===== src/rtl/trigger_clk_ps_ctrl.sv =====
// trigger_clk_ps_ctrl
//
// Sequences the trigger-clock MMCM dynamic phase-shift port. A register-level
// request for N steps in one direction becomes N one-cycle psen pulses. Each
// pulse waits for psdone, and MMCM lock is re-checked before every step. The
// block tracks the accumulated signed phase offset (saturating) and reports
// busy / done / error status. Runs entirely on usb_clk (psclk = usb_clk).
//
// Optional feature macro: TRIG_PS_TIMEOUT_EN
//   When defined, a wait of pTIMEOUT cycles in WAIT_LOCK or WAIT_DONE ends the
//   sequence and sets the sticky O_error flag.
//   When undefined, both wait states wait forever and O_error is tied to 0.
//
// Ports:
//   usb_clk        sole clock
//   reset          asynchronous active-high reset
//   I_ps_request   one-cycle start pulse (only honoured when idle)
//   I_ps_steps     step count, sampled with the request
//   I_ps_dir       1 = increment, 0 = decrement, sampled with the request
//   I_abort        stop after the in-flight step
//   I_phase_clear  zero O_phase (wins over a same-cycle step update)
//   I_locked       MMCM locked (asynchronous, double-flopped here)
//   I_psdone       MMCM psdone
//   O_psen         MMCM psen, one cycle per step
//   O_psincdec     MMCM psincdec, held for the whole sequence
//   O_busy         sequence in progress
//   O_done         one-cycle completion pulse
//   O_error        sticky timeout flag, cleared by the next request
//   O_remaining    steps still to issue
//   O_phase        signed accumulated phase offset
module trigger_clk_ps_ctrl #(
  parameter int unsigned pSTEP_WIDTH  = 16,
  parameter int unsigned pPHASE_WIDTH = 16,
  parameter int unsigned pTIMEOUT     = 1023
) (
  input  logic                    usb_clk,
  input  logic                    reset,
  input  logic                    I_ps_request,
  input  logic [pSTEP_WIDTH-1:0]  I_ps_steps,
  input  logic                    I_ps_dir,
  input  logic                    I_abort,
  input  logic                    I_phase_clear,
  input  logic                    I_locked,
  input  logic                    I_psdone,
  output logic                    O_psen,
  output logic                    O_psincdec,
  output logic                    O_busy,
  output logic                    O_done,
  output logic                    O_error,
  output logic [pSTEP_WIDTH-1:0]  O_remaining,
  output logic [pPHASE_WIDTH-1:0] O_phase
);

  typedef enum logic [2:0] {
    StIdle,
    StWaitLock,
    StPulse,
    StWaitDone,
    StFinish
  } state_e;

  localparam logic [pPHASE_WIDTH-1:0] PhaseMax = {1'b0, {(pPHASE_WIDTH-1){1'b1}}};
  localparam logic [pPHASE_WIDTH-1:0] PhaseMin = {1'b1, {(pPHASE_WIDTH-1){1'b0}}};

  state_e                  r_state;
  logic                    r_lock_meta;
  logic                    r_lock_sync;
  logic                    r_abort_pend;
  logic                    r_psen;
  logic                    r_psincdec;
  logic                    r_busy;
  logic                    r_done;
  logic [pSTEP_WIDTH-1:0]  r_remaining;
  logic [pPHASE_WIDTH-1:0] r_phase;

  logic                    w_abort;
  logic [pSTEP_WIDTH-1:0]  w_rem_dec;
  logic                    w_last;
  logic [pPHASE_WIDTH-1:0] w_phase_step;

`ifdef TRIG_PS_TIMEOUT_EN
  localparam int unsigned TmoW = (pTIMEOUT > 2) ? $clog2(pTIMEOUT) : 1;
  localparam logic [TmoW-1:0] TmoLast = TmoW'(pTIMEOUT - 1);

  logic [TmoW-1:0] r_tmo;
  logic            r_error;
`endif

  // A same-cycle abort pulse counts as pending so WAIT_LOCK can leave at once.
  assign w_abort   = r_abort_pend | I_abort;
  assign w_rem_dec = r_remaining - 1'b1;
  assign w_last    = (w_rem_dec == '0);

  // Saturating +/-1 step of the phase offset in the latched direction.
  always_comb begin
    w_phase_step = r_phase;
    if (r_psincdec) begin
      if (r_phase != PhaseMax) w_phase_step = r_phase + 1'b1;
    end else begin
      if (r_phase != PhaseMin) w_phase_step = r_phase - 1'b1;
    end
  end

  always_ff @(posedge usb_clk or posedge reset) begin
    if (reset) begin
      r_state      <= StIdle;
      r_lock_meta  <= 1'b0;
      r_lock_sync  <= 1'b0;
      r_abort_pend <= 1'b0;
      r_psen       <= 1'b0;
      r_psincdec   <= 1'b0;
      r_busy       <= 1'b0;
      r_done       <= 1'b0;
      r_remaining  <= '0;
      r_phase      <= '0;
`ifdef TRIG_PS_TIMEOUT_EN
      r_tmo        <= '0;
      r_error      <= 1'b0;
`endif
    end else begin
      r_lock_meta <= I_locked;
      r_lock_sync <= r_lock_meta;
      r_psen      <= 1'b0;
      r_done      <= 1'b0;
`ifdef TRIG_PS_TIMEOUT_EN
      // Counter restarts on every state change; wait states increment it.
      r_tmo       <= '0;
`endif

      unique case (r_state)
        StIdle: begin
          r_abort_pend <= 1'b0;
          r_busy       <= 1'b0;
          if (I_ps_request) begin
            r_remaining <= I_ps_steps;
            r_psincdec  <= I_ps_dir;
            r_busy      <= 1'b1;
            r_state     <= StWaitLock;
`ifdef TRIG_PS_TIMEOUT_EN
            r_error     <= 1'b0;
`endif
          end
        end

        StWaitLock: begin
          if (I_abort) r_abort_pend <= 1'b1;
          if (w_abort) begin
            r_state <= StFinish;
          end else if (r_lock_sync) begin
            if (r_remaining == '0) begin
              r_state <= StFinish;
            end else begin
              r_state <= StPulse;
              r_psen  <= 1'b1;
            end
          end else begin
`ifdef TRIG_PS_TIMEOUT_EN
            if (r_tmo == TmoLast) begin
              r_error <= 1'b1;
              r_state <= StFinish;
            end else begin
              r_tmo <= r_tmo + 1'b1;
            end
`endif
          end
        end

        StPulse: begin
          if (I_abort) r_abort_pend <= 1'b1;
          r_state <= StWaitDone;
        end

        StWaitDone: begin
          if (I_abort) r_abort_pend <= 1'b1;
          if (I_psdone) begin
            r_remaining <= w_rem_dec;
            r_phase     <= w_phase_step;
            r_state     <= (w_last || w_abort) ? StFinish : StWaitLock;
          end else begin
`ifdef TRIG_PS_TIMEOUT_EN
            if (r_tmo == TmoLast) begin
              r_error <= 1'b1;
              r_state <= StFinish;
            end else begin
              r_tmo <= r_tmo + 1'b1;
            end
`endif
          end
        end

        StFinish: begin
          if (I_abort) r_abort_pend <= 1'b1;
          r_done  <= 1'b1;
          r_state <= StIdle;
        end

        default: r_state <= StIdle;
      endcase

      // Placed after the case so a clear overrides a same-cycle step update.
      if (I_phase_clear) r_phase <= '0;
    end
  end

  assign O_psen      = r_psen;
  assign O_psincdec  = r_psincdec;
  assign O_busy      = r_busy;
  assign O_done      = r_done;
  assign O_remaining = r_remaining;
  assign O_phase     = r_phase;

`ifdef TRIG_PS_TIMEOUT_EN
  assign O_error = r_error;
`else
  // Timeout depth only matters when the timeout feature is built in.
  logic w_unused_tmo;
  assign w_unused_tmo = |pTIMEOUT;
  assign O_error      = 1'b0;
`endif

endmodule

===== config.mk =====
export PLATFORM = sky130hd
export DESIGN_NAME = trigger_clk_ps_ctrl
export DESIGN_NICKNAME = d
export VERILOG_FILES = /design/src/rtl/trigger_clk_ps_ctrl.sv
export SDC_FILE = /design/constraint.sdc
export NUM_CORES = 1
export LEC_CHECK = 0
export BUFFER_PORTS_ARGS = -buffer_cell sky130_fd_sc_hd__buf_2
export CORE_MARGIN = 2
export CORE_UTILIZATION = 42
export CTS_CLUSTER_DIAMETER = 150
export CTS_CLUSTER_SIZE = 40
export DETAILED_ROUTE_END_ITERATION = 8
export GPL_ROUTABILITY_DRIVEN = 0
export HOLD_SLACK_MARGIN = 0.15
export SLEW_MARGIN = 10
export SYNTH_ARGS = -nofsm -noshare
export SYNTH_HDL_FRONTEND = slang
export SYNTH_SLANG_ARGS = --single-unit

===== constraint.sdc =====
create_clock -name usb_clk -period 3.1 [get_ports usb_clk]
set_input_delay 0 -clock usb_clk [delete_from_list [all_inputs] [get_ports usb_clk]]
set_output_delay 0 -clock usb_clk [all_outputs]
set_load 0.005 [all_outputs]

==> results.cfg, run 1 <==
[sta]
tightest_slew_ps = 846.7
hold_viol = 0
timing.fmax_mhz = 351.1
fin_crit_sh_pct = 91.87
setup_viol = 0
maxSlewViolCount = 0
skew_ps = 9.627
worst_slack_ps = 252.0
period_needed_ps = 2848
relSlewSlack_pct = 43.41
totalNegativeSetupSlack_ps = 0
rsz0062_at_grt = no

[setup_path]
worstPathRequired_ps = 3290
critPathMaxStageDelay_ps = 420
crit_type = reg2reg
r2r_start = O_psincdec
ff2ff_path_depth = 9
cp-start-kind = flop
arrival_ps = 3040
r2r_slack_ps = 250
crit_start = O_psincdec
timing.rr.end = O_phase[15]
path_common_cell = o211ai_1
cp-endpoint = O_phase[15]
endpoint_kind = flop
path_cells = inv_1 > ha_1 > o211ai_1 > o21ai_0 > o211ai_1 > a211oi_1 > nand2_1 > a311oi_1 > mux2_2
cp_slowest_cell = a211oi_1
crit_fanout = 6

[power]
power_density_nw_per_um2 = 764.5
leakage_uw = 0.001742
ir_drop_uv = 390.5

[global_route]
antenna_found_initial = 0
grt_pass1_wl_microns = 13050
grt.total_usage_pct = 21.01
grt_pass1_vias = 2709
grt_max_degree = 43
grt_overflow = 0

[hold_path]
hold_class = in2reg

[route]
vias_per_cell = 5.428
first_pass_iters = 4
drcViolationCount = 0
via_count = 2991
drt-initial-drc-count = 159
wirelength_microns = 8191
drtAntennaViolNets = 0
avgRoutedWirePerCell_microns = 14.87

[clocking]
cts_resized = 0
htree_num_levels = 2
clkSinkCount = 42
cts.path.max_buffers = 2
numCtsBuffers = 5
clk_pin_slew_ps = 90
clk_latency_ps = 300
cts_tree = yes
clock-root-buffer = clkbuf_8

[yosys]
synth_ff_type = dfrtp_1
synth_nets = 414
synth_cell_type_count = 54
synth_edf_count = 0
synth_warnings = 0
syn_avg_cell_area_sq_um = 8.187
seq_area_frac_synth_pct = 34.51
synth_area_sq_um = 3045
async_reset_ff_share_pct = 100.0
ys_ff_latch = 42
synth_cells = 372

[placed_design]
portBuffers = 59
dpl_worst_slack_ps = 320.9
dpl.cell_count = 519
dp_hpwl_microns = 5882
placed_cell_area_sq_um = 3425

[die]
io_pins = 61
die_x_microns = 89.15
core_sq_um = 7137
start_util_pct = 42.67
die_h_microns = 89.15
die_area_sq_um = 7948
num_rows = 31

[finish]
instances_no_fill = 551
final_layout_size_suffix_gt1_share_pct = 19.69
layout_common_cells = buf_2 (59), dfrtp_1 (42), a21oi_1 (41), nor2_1 (38), nand2_1 (36)
layout_commonest_cell = buf_2
antennaDiodeCount = 0
fin_nets = 493
layout-area-overhead-vs-synth_pct = 24.86
design_area_sq_um = 3802

[outcome]
status = completed

[run]
max_cap_violations = 0
flip-flops by register name (all words and copies together), names as in the netlist:
signal / cells
O_busy: 1
r_lock_sync: 1
O_psincdec: 1
r_lock_meta: 1
r_abort_pend: 1
r_state: 3
O_remaining: 16
O_phase: 16
O_psen: 1
O_done: 1
layout make-up:
| class | count | area, sq um |
|---|---|---|
| tap | 99 | 123.9 |
| multi-input combinational | 298 | 1834 |
| inverter | 10 | 37.54 |
| clock buffer | 5 | 68.82 |
| timing repair buffer | 94 | 618.1 |
| fill | 717 | 3334 |
| clock inverter | 3 | 68.82 |
| sequential | 42 | 1051 |
cell families after synthesis:
kind of cell	after synthesis	share of synthesized area (%)
simple gates	151	25.10
compound gates	110	21.90
flops	42	34.51
buf+inv	32	5.259
fa+ha+maj	18	7.642
xor+xnor	14	4.026
mux	4	1.438
other cells	1	0.1231
per-stage QoR:
step	util (%)	hold slack (ps)	total power (uW)
3_5_place_dp	47.98	110.7	2344
3_3_place_gp	47.98	108.6	2325
4_1_cts	53.28	327.9	2916
6_report	53.28	335.6	2907
5_1_grt	53.28	333.2	3157
2_1_floorplan	-	31.43	1947
what timing repair did:
action | in CTS | in global routing
hold buffers | 24 | 0
buffers inserted | 0 | 0
hold endpoints to repair | 75 | 0
how the worst min path moves through the flow:
stage | to | slack (ps) | cells after the start | from
3_3_place_gp | r_lock_meta | 110 | 1 | I_locked
3_5_place_dp | r_lock_meta | 110 | 1 | I_locked
5_1_grt | r_lock_meta | 330 | 2 | I_locked
4_1_cts | r_lock_meta | 330 | 2 | I_locked
6_report | r_lock_meta | 340 | 2 | I_locked
2_1_floorplan | r_lock_meta | 30 | 0 | I_locked
cells in the mapped netlist (all sizes together), types with 7 or more instances:
cell type | n | area [sq um]
o21ai | 32 | 160.2
xnor2 | 9 | 78.83
nand2 | 36 | 135.1
or3 | 9 | 56.30
nand3 | 9 | 45.04
a21oi | 41 | 205.2
nor4 | 13 | 81.33
nor2 | 39 | 148.9
dfrtp | 42 | 1051
ha | 17 | 212.7
a21o | 7 | 52.55
nor3 | 9 | 45.04
buf | 9 | 73.82
a211oi | 8 | 60.06
inv | 10 | 37.54
clkbuf | 13 | 48.80
critical path, delay by kind of cell (launching register included):
| kind | cells | cell delay (ps) |
|---|---|---|
| buf+inv | 1 | 120 |
| mux | 1 | 360 |
| fa+ha+maj | 1 | 390 |
| simple gates | 1 | 100 |
| flops | 1 | 350 |
| compound gates | 5 | 1410 |
per-layer routing:
layer,share of wire (%),up-vias,track usage (%)
li1,-,1510,-
met1,46,1409,28.51
met2,48,64,34.88
met3,4.5,8,3.324
met4,0.94,0,5.699
met5,0,-,0
power by group:
part | switching [uW] | internal, uW | leakage [uW] | total, uW
clock | 208 | 323 | 0.0000683 | 531
sequential | 251 | 712 | 0.000537 | 963
combinational | 774 | 639 | 0.00114 | 1410
total | 1230 | 1670 | 0.00174 | 2910
(Power assumes the default switching activity.)
==> run 2: changes to the inputs <==
--- a/config.mk
+++ b/config.mk
@@ -7,7 +7,7 @@
 export LEC_CHECK = 0
 export BUFFER_PORTS_ARGS = -buffer_cell sky130_fd_sc_hd__buf_2
 export CORE_MARGIN = 2
-export CORE_UTILIZATION = 42
+export CORE_UTILIZATION = 33
 export CTS_CLUSTER_DIAMETER = 150
 export CTS_CLUSTER_SIZE = 40
 export DETAILED_ROUTE_END_ITERATION = 8
==> results.cfg, run 2 (synthesis results as in run 1) <==
[outcome]
status = completed

[sta]
maxSlewViolCount = 0
timing.fmax_mhz = 363.8
fin_crit_sh_pct = 88.68
rsz0062_at_grt = no
holdWs_ps = 335.9
relSlewSlack_pct = 45.12
totalNegativeSetupSlack_ps = 0
period_needed_ps = 2749
tightest_slew_ps = 823.2
skew_ps = 6.415
hold_viol = 0
setup_viol = 0

[setup_path]
crit_family = simple AND/OR/NAND/NOR gates
cp-endpoint = r_state[2]
r2r_start = O_remaining[2]
cp_slowest_cell = or4_1
crit_buf_inv = 0
worstPathRequired_ps = 3340
crit_cells = 7
crit_start = O_remaining[2]
endpoint_kind = flop
timing.rr.end = r_state[2]
crit_fanout = 8
path_cells = or4_1 > or4_4 > nor2_2 > xor2_1 > o31a_2 > o31ai_2 > and4b_1
arrival_ps = 2990
cp-start-kind = flop
critPathMaxStageDelay_ps = 650
r2r_slack_ps = 350
ff2ff_path_depth = 7
crit_type = reg2reg

[power]
intPower_uw = 1509
p_seq_share_pct = 35.1
switchingPower_uw = 1250
leakage_uw = 0.001723
power_density_nw_per_um2 = 729.4
clkPwrFrac_pct = 13.6
p_total_uw = 2759
ir_drop_uv = 368.6
p_sw_share_pct = 45.30
p_comb_share_pct = 51.3

[clocking]
htree_num_levels = 2
cts_tree = yes
clk_pin_slew_ps = 100
clock-root-buffer = clkbuf_8
numCtsBuffers = 5
cts.path.max_buffers = 2
clk_latency_ps = 300
clkSinkCount = 42
cts_setup_buffers = 0

[global_route]
grt_pass1_vias = 2816
antenna_found_initial = 0
grt_pass1_wl_microns = 13740
grt_max_degree = 43
grt_overflow = 0
grt.total_usage_pct = 16.91

[finish]
layout-area-overhead-vs-synth_pct = 24.20
fin_nets = 494
antennaDiodeCount = 0
layout_commonest_cell = buf_2
layout_common_cells = buf_2 (59), dfrtp_1 (42), a21oi_1 (41), nor2_1 (38), nand2_1 (36)
final_layout_size_suffix_gt1_share_pct = 20.09
fillers = 936

[hold_path]
hold_class = in2reg

[route]
via_count = 3054
vias_per_cell = 5.415
met3WireLength_microns = 482
avgRoutedWirePerCell_microns = 14.72
routed.top_layer = met4
drt-initial-drc-count = 96
route.met2.wl_microns = 3981
drcViolationCount = 0
first_pass_iters = 4
met1_length_microns = 3724
wirelength_microns = 8302
drtAntennaViolNets = 0

[die]
die_x_microns = 100.1
io_pins = 61
die_area_sq_um = 10010
die_h_microns = 100.1
start_util_pct = 33.43
core_sq_um = 9109
num_rows = 35

[placed_design]
portBuffers = 59
dp_hpwl_microns = 6103

[run]
max_cap_violations = 0
run 2: cell count changes in the layout (fill, tap and decap cells not counted), sizes merged:
cell | previous run | this run
clkinv | 2 | 3
buf | 70 | 71
clkinvlp | 0 | 1
bufinv | 2 | 0
run 2: stage by stage:
stage	cell area [sq um]	utilization, %	setup WS (ps)	instances
4_1_cts	3777	41.47	322.4	564
3_3_place_gp	3447	37.84	431.4	532
6_report	3782	41.52	351.1	564
5_1_grt	3782	41.52	170.1	564
3_5_place_dp	3447	37.84	344.3	532
2_1_floorplan	3045	-	291.2	372
run 2: worst reg2reg max path: cells and delay by family (launching register included):
kind | cells | cell delay [ps]
DFF | 1 | 480
AOI/OAI and AO/OA | 2 | 590
xor gates and xnor gates | 1 | 70
and+or+nand+nor | 4 | 1560
run 2: final cells by class:
type                       count  area [sq um]  share of cell area [%]
tap                          111         138.9                   3.672
clock inverter                 3         21.27                  0.5624
sequential                    42          1051                   27.79
clock buffer                   5         68.82                   1.819
inverter                      10         37.54                  0.9924
multi-input combinational    298          1839                   48.63
timing repair buffer          95         625.6                   16.54
run 2: worst min-delay path by stage:
stage / slack, ps / start / depth (start not counted) / to
6_report: 340 / I_locked / 2 / r_lock_meta
5_1_grt: 340 / I_locked / 2 / r_lock_meta
4_1_cts: 320 / I_locked / 2 / r_lock_meta
3_5_place_dp: 110 / I_locked / 1 / r_lock_meta
3_3_place_gp: 110 / I_locked / 1 / r_lock_meta
2_1_floorplan: 30 / I_locked / 0 / r_lock_meta
run 2: per-layer routing:
metal	track usage, %	vias up
met5	0	-
met4	3.583	0
met3	2.925	11
met2	29.05	93
met1	22.45	1434
li1	-	1516
run 2: what timing repair did:
item,CTS,global route
hold endpoints to repair,77,0
hold buffers,24,0
endpoints found under the setup margin,0,1
resized for setup,0,1
run 2: power by group through the flow:
| stage | registers [uW] | logic [uW] | clock network, uW |
|---|---|---|---|
| 2_1_floorplan | 891 | 1060 | 0 |
| 3_3_place_gp | 964 | 1370 | 0 |
| 3_5_place_dp | 977 | 1380 | 0 |
| 4_1_cts | 965 | 1420 | 385 |
| 5_1_grt | 1000 | 1590 | 411 |
| 6_report | 968 | 1420 | 374 |
==> run 3: changes to the inputs <==
--- a/config.mk
+++ b/config.mk
@@ -13,6 +13,7 @@
 export DETAILED_ROUTE_END_ITERATION = 8
 export GPL_ROUTABILITY_DRIVEN = 0
 export HOLD_SLACK_MARGIN = 0.15
+export REMOVE_ABC_BUFFERS = 1
 export SLEW_MARGIN = 10
 export SYNTH_ARGS = -nofsm -noshare
 export SYNTH_HDL_FRONTEND = slang
==> constraint.sdc (replaced) <==
create_clock -name usb_clk -period 3.1 [get_ports usb_clk]
set_input_delay 0 -clock usb_clk [delete_from_list [all_inputs] [get_ports usb_clk]]
set_output_delay 0 -clock usb_clk [all_outputs]
set_load 0.05 [all_outputs]
==> results.cfg, run 3 (synthesis results as in run 1) <==
[outcome]
status = completed

[die]
die_h_microns = 100.1
io_pins = 61
core_sq_um = 9109
num_rows = 35
die_area_sq_um = 10010
start_util_pct = 33.43
die_x_microns = 100.1

[route]
drcViolationCount = 0
first_pass_iters = 4
wirelength_microns = 8347
via_count = 3037
avgRoutedWirePerCell_microns = 14.80
drt-initial-drc-count = 76
drtAntennaViolNets = 0
vias_per_cell = 5.385

[clocking]
clk_latency_ps = 310
clock-root-buffer = clkbuf_8
clkSinkCount = 42
cts_tree = yes
cts.path.max_buffers = 2
cts_setup_buffers = 0
numCtsBuffers = 5
clk_pin_slew_ps = 100
htree_num_levels = 2

[setup_path]
r2r_slack_ps = 240
crit_fanout = 10
crit_start = O_psincdec
r2r_start = O_psincdec
path_cells = inv_1 > ha_1 > o211ai_1 > o21ai_0 > o211ai_1 > a211oi_2 > nand2_1 > a311oi_1 > mux2_2
timing.rr.end = O_phase[15]
path_common_cell = o211ai_1
critPathMaxStageDelay_ps = 380
cp-endpoint = O_phase[15]
crit_type = reg2reg
worstPathRequired_ps = 3300
cp_slowest_cell = dfrtp_1
arrival_ps = 3060
cp-start-kind = flop
ff2ff_path_depth = 9
endpoint_kind = flop

[sta]
relSlewSlack_pct = 51.27
setup_viol = 0
fin_crit_sh_pct = 92.22
skew_ps = 15.95
tightest_slew_ps = 731.0
rsz0062_at_grt = no
totalNegativeSetupSlack_ps = 0
timing.fmax_mhz = 349.8
period_needed_ps = 2859
hold_viol = 0
maxSlewViolCount = 0

[global_route]
antenna_found_initial = 0
grt_pass1_wl_microns = 14200
grt.total_usage_pct = 17.35
grt_pass1_vias = 2984
grt_max_degree = 43
grt_overflow = 0

[finish]
fin_nets = 494
layout_common_cells = buf_2 (59), dfrtp_1 (42), a21oi_1 (41), nor2_1 (38), nand2_1 (36)
final_layout_size_suffix_gt1_share_pct = 19.87
fillers = 919
antennaDiodeCount = 0
layout_commonest_cell = buf_2
layout-area-overhead-vs-synth_pct = 24.08

[power]
p_total_uw = 3258
ir_drop_uv = 455.5
power_density_nw_per_um2 = 862.2
leakage_uw = 0.001724

[hold_path]
hold_class = in2reg

[placed_design]
dp_hpwl_microns = 5958
portBuffers = 59

[run]
max_cap_violations = 0
## run 3: worst min path at each step
stage	start	cells past startpoint	slack, ps	to
global route	I_locked	2	320	r_lock_meta
global placement	I_locked	1	110	r_lock_meta
finish	I_locked	2	340	r_lock_meta
detailed placement	I_locked	1	110	r_lock_meta
floorplan	I_locked	0	30	r_lock_meta
CTS	I_locked	2	330	r_lock_meta
## run 3: through the flow
stage | setup WS (ps) | instances | utilization (%) | cell area (sq um) | hold slack, ps
4_1_cts | 157.7 | 564 | 41.43 | 3774 | 330.4
3_5_place_dp | 197.7 | 532 | 37.84 | 3447 | 111.4
2_1_floorplan | -129.0 | 350 | - | 2923 | 31.43
5_1_grt | 59.39 | 564 | 41.48 | 3779 | 320.3
6_report | 241.1 | 564 | 41.48 | 3779 | 340.3
3_3_place_gp | 341.2 | 532 | 37.84 | 3447 | 109.6
## run 3: area by class of cell
type / instances / area, sq um / area share (%)
repair buffers: 95 / 625.6 / 16.56
well taps: 111 / 138.9 / 3.675
clock buffers: 6 / 72.57 / 1.921
clock inverters: 2 / 13.76 / 0.3642
multi-input cells: 298 / 1839 / 48.68
inverters: 10 / 37.54 / 0.9934
flip-flops and latches: 42 / 1051 / 27.81
## run 3: power breakdown
group          leakage [uW]  internal, uW  switching (uW)
combinational       0.00114           650            1280
clock             0.0000452           160             213
sequential         0.000537           712             239
total               0.00172          1520            1740
## run 3: per-layer routing
layer	track usage, %	wire, microns	vias to the layer above	share of wire (%)
met5	0	0	-	0
met4	4.110	112	0	1.3
met3	3.552	339	10	4.1
met2	30.20	4004	66	48
met1	22.15	3890	1449	47
li1	-	-	1512	-
## run 3: timing repair
action,4_1_cts,5_1_grt
hold buffers,24,0
resized for setup,0,1
setup endpoints to repair,0,1
endpoints found under the hold margin,78,0
## run 3: worst max-delay path: cells and delay by family (launching register included)
| kind | cells | cell delay, ps |
|---|---|---|
| flops | 1 | 380 |
| fa+ha+maj | 1 | 320 |
| mux | 1 | 370 |
| buf+inv | 1 | 300 |
| simple gates | 1 | 100 |
| compound gates | 5 | 1300 |
